File: src/rtl/mont_pkg.sv
// Shared constants and coefficient types for the Dilithium Montgomery-domain datapath.
// Q = 8380417, R = 2^32.
package mont_pkg;

  typedef logic signed [31:0] coeff_t;
  typedef logic signed [63:0] dcoeff_t;

  localparam coeff_t Q       = 32'sd8380417;
  localparam coeff_t QINV    = 32'sd58728449;
  localparam coeff_t MONT_R  = 32'sd4193792;
  localparam coeff_t MONT_R2 = 32'sd2365951;

endpackage

File: src/rtl/mont_reduce_comb.sv
// Combinational Montgomery reduction x * 2^-32 mod Q, split at the t register so a caller
// may pipeline between the t computation and the final subtract/shift/correct.
module mont_reduce_comb
  import mont_pkg::*;
(
  input  logic signed [31:0] p_lo_i,
  output logic signed [31:0] t_o,
  input  logic signed [63:0] p_i,
  input  logic signed [31:0] t_i,
  output logic signed [31:0] r_o
);

  // |p| < Q*2^31 keeps the shifted value inside (-Q, Q), so one conditional add suffices.
  function automatic coeff_t add_q_if_neg(input coeff_t v);
    return (v < 0) ? v + Q : v;
  endfunction

  dcoeff_t diff;

  assign t_o  = coeff_t'(p_lo_i * QINV);
  assign diff = p_i - dcoeff_t'(t_i) * dcoeff_t'(Q);
  assign r_o  = add_q_if_neg(coeff_t'(diff >>> 32));

endmodule

File: src/rtl/mont_encode.sv
// Streams int32 coefficients into the Montgomery domain: A_o = A_i * 2^32 mod Q in [0, Q).
// Input register plus three arithmetic stages, all gated by one global enable.
module mont_encode
  import mont_pkg::*;
(
  input  logic               clk_i,
  input  logic               rst_i,
  input  logic               flush_i,
  input  logic               in_valid_i,
  output logic               in_ready_o,
  input  logic signed [31:0] A_i,
  output logic               out_valid_o,
  input  logic               out_ready_i,
  output logic signed [31:0] A_o
);

  logic    en;
  coeff_t  a_p0;
  logic    vld_p0;
  dcoeff_t p_p1;
  logic    vld_p1;
  dcoeff_t p_p2;
  coeff_t  t_p2;
  logic    vld_p2;
  coeff_t  p1_lo;
  coeff_t  t_nxt;
  coeff_t  r_nxt;

  assign en         = !out_valid_o || out_ready_i;
  assign in_ready_o = en;
  assign p1_lo      = p_p1[31:0];

  mont_reduce_comb u_reduce (
    .p_lo_i (p1_lo),
    .t_o    (t_nxt),
    .p_i    (p_p2),
    .t_i    (t_p2),
    .r_o    (r_nxt)
  );

  always_ff @(posedge clk_i) begin
    if (en) begin
      // p0: capture accepted coefficient
      a_p0 <= A_i;
      // p1: scale by R^2 mod Q
      p_p1 <= dcoeff_t'(a_p0) * dcoeff_t'(MONT_R2);
      // p2: Montgomery quotient t, carry p
      p_p2 <= p_p1;
      t_p2 <= t_nxt;
    end
  end

  always_ff @(posedge clk_i or posedge rst_i) begin
    if (rst_i) begin
      vld_p0      <= 1'b0;
      vld_p1      <= 1'b0;
      vld_p2      <= 1'b0;
      out_valid_o <= 1'b0;
      A_o         <= '0;
    end else if (flush_i) begin
      vld_p0      <= 1'b0;
      vld_p1      <= 1'b0;
      vld_p2      <= 1'b0;
      out_valid_o <= 1'b0;
    end else if (en) begin
      vld_p0      <= in_valid_i;
      vld_p1      <= vld_p0;
      vld_p2      <= vld_p1;
      out_valid_o <= vld_p2;
      // output stage: reduced, corrected result
      if (vld_p2) A_o <= r_nxt;
    end
  end

endmodule

File: config.mk
export PLATFORM = sky130hd
export DESIGN_NAME = mont_encode
export DESIGN_NICKNAME = d
export VERILOG_FILES = /design/src/rtl/mont_pkg.sv /design/src/rtl/mont_reduce_comb.sv /design/src/rtl/mont_encode.sv
export SDC_FILE = /design/constraint.sdc
export NUM_CORES = 2
export LEC_CHECK = 0
export ABC_AREA = 1
export CORE_MARGIN = 4
export CORE_UTILIZATION = 70
export CTS_BUF_LIST = sky130_fd_sc_hd__clkbuf_16
export DETAILED_ROUTE_END_ITERATION = 12
export PLACE_DENSITY = 0.94
export SLEW_MARGIN = 20
export SYNTH_ARGS = -nofsm -noshare
export SYNTH_HDL_FRONTEND = slang
export SYNTH_SLANG_ARGS = --single-unit
File: constraint.sdc
create_clock -name clk_i -period 14.47 [get_ports clk_i]
set_input_delay 3.6175 -clock clk_i [delete_from_list [all_inputs] [get_ports clk_i]]
set_output_delay 3.6175 -clock clk_i [all_outputs]
set_load 0.05 [all_outputs]
==> out/results.tsv <==
stage	metric	value	unit
outcome	result of the run	finished, final reports clean	
routing	length of the first detailed-routing pass in iterations	6	
grt	number of antenna violations at the first check in global routing	7	
cells_and_area	fin nets	5635	
timing	hold violation total from the final report	0	
placed_design	final weighted congestion of routability-driven global placement	1.04	
yosys	largest family of logic cells by synthesized area	adder cells	
timing	RSZ-0062 raised after global routing	no	
clock_tree	clk root buf	clkbuf_16	
clock_tree	count of buffers added by post-CTS timing repair for setup	0	
die	die area	0.0583	sq mm
routing	WL per Instance	21.3	um
yosys	post-synthesis cell type count	47	
critical_path	data arrival time of the worst path	9.40	ns
yosys	area fraction in and, or, nand and nor cells after synthesis	12.8	%
clock_tree	clock network latency to the later pin of the worst-skew pair	0.52	ns
cells_and_area	Area growth syn-to-layout	5.80	%
timing	Final setup violation count	0	
routing	ratio of routed vias to standard cells	5.93	
clock_tree	clock transition at the register clock pins on the worst setup and hold paths after CTS	0.08	ns
yosys	xor and xnor fraction of the mapped netlist area	3.92	%
timing	maximum clock frequency	111	MHz
yosys	synthesized-area fraction occupied by adder cells	51.3	%
yosys	net count after synthesis	5551	
yosys	register bit total from synthesis	197	
grt	final global-route overflow total	0	
timing	Rel. slew slack	28.9	%
critical_path	required time of the critical path	14.86	ns
clock_tree	total CTS buffers	17	
yosys	number of cells produced by synthesis	4305	
routing	Detailed Route WL	109	mm
clock_tree	CTS H-tree depth	4	
routing	number of vias in the routed layout	30281	
die	number of rows in the core area	85	
clock_tree	Clock Path Buffers	2	
grt	vias in the first global route	33263	
clock_tree	Gates resized, CTS repair	0	
die	vertical die dimension	241	um
grt	total routing usage reported by global routing	38.7	%
yosys	synthesized area divided by synthesized cell count	8.86	sq um
critical_path	Worst Setup End Kind	flop	
timing	fraction of the cycle the final worst path needs	62.3	%
critical_path	library cell contributing the largest single delay on the critical path	fa_1	
critical_path	delay of the slowest cell on the worst path	0.59	ns
yosys	mux contribution to synthesized area	0	%
placed_design	count of port buffers added during placement	70	
placed_design	total half-perimeter wirelength after legalization and detailed placement	91.8	mm
timing	min cycle time layout	9.01	ns
grt	pin count of the biggest net entering global routing	76	
critical_path	maximum fanout along the worst path	6	
die	initial standard-cell utilization of the core	70.7	%
yosys	part of the Yosys area used for sequential elements	15.0	%
yosys	dominant cells by area after synthesis	fa_1 (31%), ha_1 (20%), edfxtp_1 (13%)	
yosys	area leader, netlist	fa_1	
clock_tree	number of buffers inserted for hold repair after clock tree synthesis	0	
clock_tree	TritonCTS clock tree	done	
timing	final-report max-slew violation count	0	
placed_design	pre-CTS worst setup slack	5.54	ns
routing	remaining number of nets flagged by the antenna check after routing	0	
cells_and_area	Post-Layout Inst Area	0.0404	sq mm
job	number of max-cap violations	0	
yosys	compound-cell area share of the yosys netlist	5.08	%
die	Floorplan Core Area	0.0539	sq mm
timing	final sum of negative setup slack	0	ns
critical_path	type of the worst setup path	flop to flop	
routing	Post-route DRC	0	
min_path	Hold Path Class	flop to flop	
placed_design	placement-stage cell area	0.0397	sq mm
yosys	portion of synthesized cell area occupied by the leading cell type	31.0	%
routing	count of routing violations after the opening detailed-route iteration	3044	
cells_and_area	layout cell share with drive strength beyond 1	1.95	%
timing	Post-Route Skew	0.0190	ns
die	die width	241	um
critical_path	most common cell type on the critical path	nand2_1	
grt	global-route wire length before repair	172	mm
timing	measured slew at the worst slew-check pin	1.07	ns
timing	final setup slack of the worst path	5.46	ns
yosys	Yosys warning total	0	
die	number of ports placed on the die boundary	71	
yosys	netlist area before placement	0.0381	sq mm
critical_path	critical path launch point type	flop	
clock_tree	number of clock sinks seen by CTS	197	
metal layers:
metal	part of all wire (%)	GRT usage [%]
met1	35	45.2
met5	0.051	0
met2	47	62.3
met3	9.3	10.5
met4	9.0	27.5
registers in the layout (all words and copies together) (netlist names):
signal       flops
A_o             32
p_p2            55
a_p0            32
vld_p1           1
vld_p0           1
vld_p2           1
t_p2            19
p_p1            55
out_valid_o      1
kinds of logic after synthesis:
| family | Yosys count |
|---|---|
| fa+ha+maj | 1209 |
| buf+inv | 1204 |
| simple gates | 1179 |
| compound gates | 346 |
| flops | 197 |
| xor+xnor | 170 |
placed cells by master (no fill, tap or decap), drive strengths merged, types with 3 or more instances in the layout:
cell	instances
inv	1194
nand2	726
ha	618
fa	591
nor2	237
a21oi	163
edfxtp	161
nand3	113
o21ai	95
xor2	91
xnor2	79
clkdlybuf4s50	70
nand4	60
dfrtp	36
a31oi	23
clkbuf	17
nor3	16
o21bai	13
a21o	13
or2	13
clkinv	10
o21a	8
o211ai	8
buf	8
diode	7
o31ai	5
nor4	5
a21boi	5
a221oi	4
nand3b	3
o221ai	3
and3	3
through the flow:
stage / utilization [%] / cells / hold WS, ns
after floorplan: - / 4305 / 0.400
after global placement: 73.7 / 5066 / 0.402
after detailed placement: 73.7 / 5066 / 0.405
after CTS: 74.8 / 5098 / 0.422
after global routing: 74.8 / 5100 / 0.430
final: 74.8 / 5105 / 0.423
cell usage after synthesis (all sizes together):
cell type / n
inv: 1188
nand2: 726
ha: 618
fa: 591
nor2: 237
a21oi: 163
edfxtp: 161
nand3: 113
o21ai: 95
xor2: 91
xnor2: 79
nand4: 60
dfrtp: 36
a31oi: 23
nor3: 16
a21o: 13
o21bai: 13
or2: 13
clkbuf: 8
o211ai: 8
o21a: 8
a21boi: 5
buf: 5
nor4: 5
o31ai: 5
a221oi: 4
and3: 3
clkinv: 3
nand3b: 3
o221ai: 3
a211oi: 2
o2111ai: 2
and2: 1
nand2b: 1
nor2b: 1
o22ai: 1
o31a: 1
path summary, 6_finish.rpt:
| check | start | end | slack [ns] | cells after the start |
|---|---|---|---|---|
| worst max-delay path | t_p2[13]$_DFFE_PN_ | A_o[23]$_DFFE_PP0P_ | 5.46 | 38 |
| worst min-delay path | p_p1[36]$_DFFE_PN_ | p_p2[36]$_DFFE_PN_ | 0.42 | 0 |
| worst max register to register | t_p2[13]$_DFFE_PN_ | A_o[23]$_DFFE_PP0P_ | 5.46 | 38 |
| worst min register to register | p_p1[36]$_DFFE_PN_ | p_p2[36]$_DFFE_PN_ | 0.42 | 0 |
| max in group asynchronous | rst_i | A_o[31]$_DFFE_PP0P_ | 10.64 | 3 |
| min in group asynchronous | rst_i | A_o[9]$_DFFE_PP0P_ | 3.51 | 3 |
cell type report:
cell class / count / area, sq um
Sequential cell: 197 / 5740
Fill cell: 3483 / 13600
Antenna cell: 7 / 17.5
Timing Repair Buffer: 78 / 761
Tap cell: 696 / 871
Multi-Input combinational cell: 2904 / 27900
Clock buffer: 17 / 425
Inverter: 1191 / 4480
Clock inverter: 15 / 186
critical path: cells and delay by family, from the launching register on:
family | cells | cell delay [ns]
AOI/OAI and AO/OA | 3 | 0.52
xor gates and xnor gates | 1 | 0.18
adders and majority gates | 9 | 4.37
buffers and inverters | 3 | 0.36
DFF | 1 | 0.53
and+or+nand+nor | 22 | 2.92
Power is not shown: default switching activity piles up to over one toggle a cycle in this logic, so the estimate is an artifact.
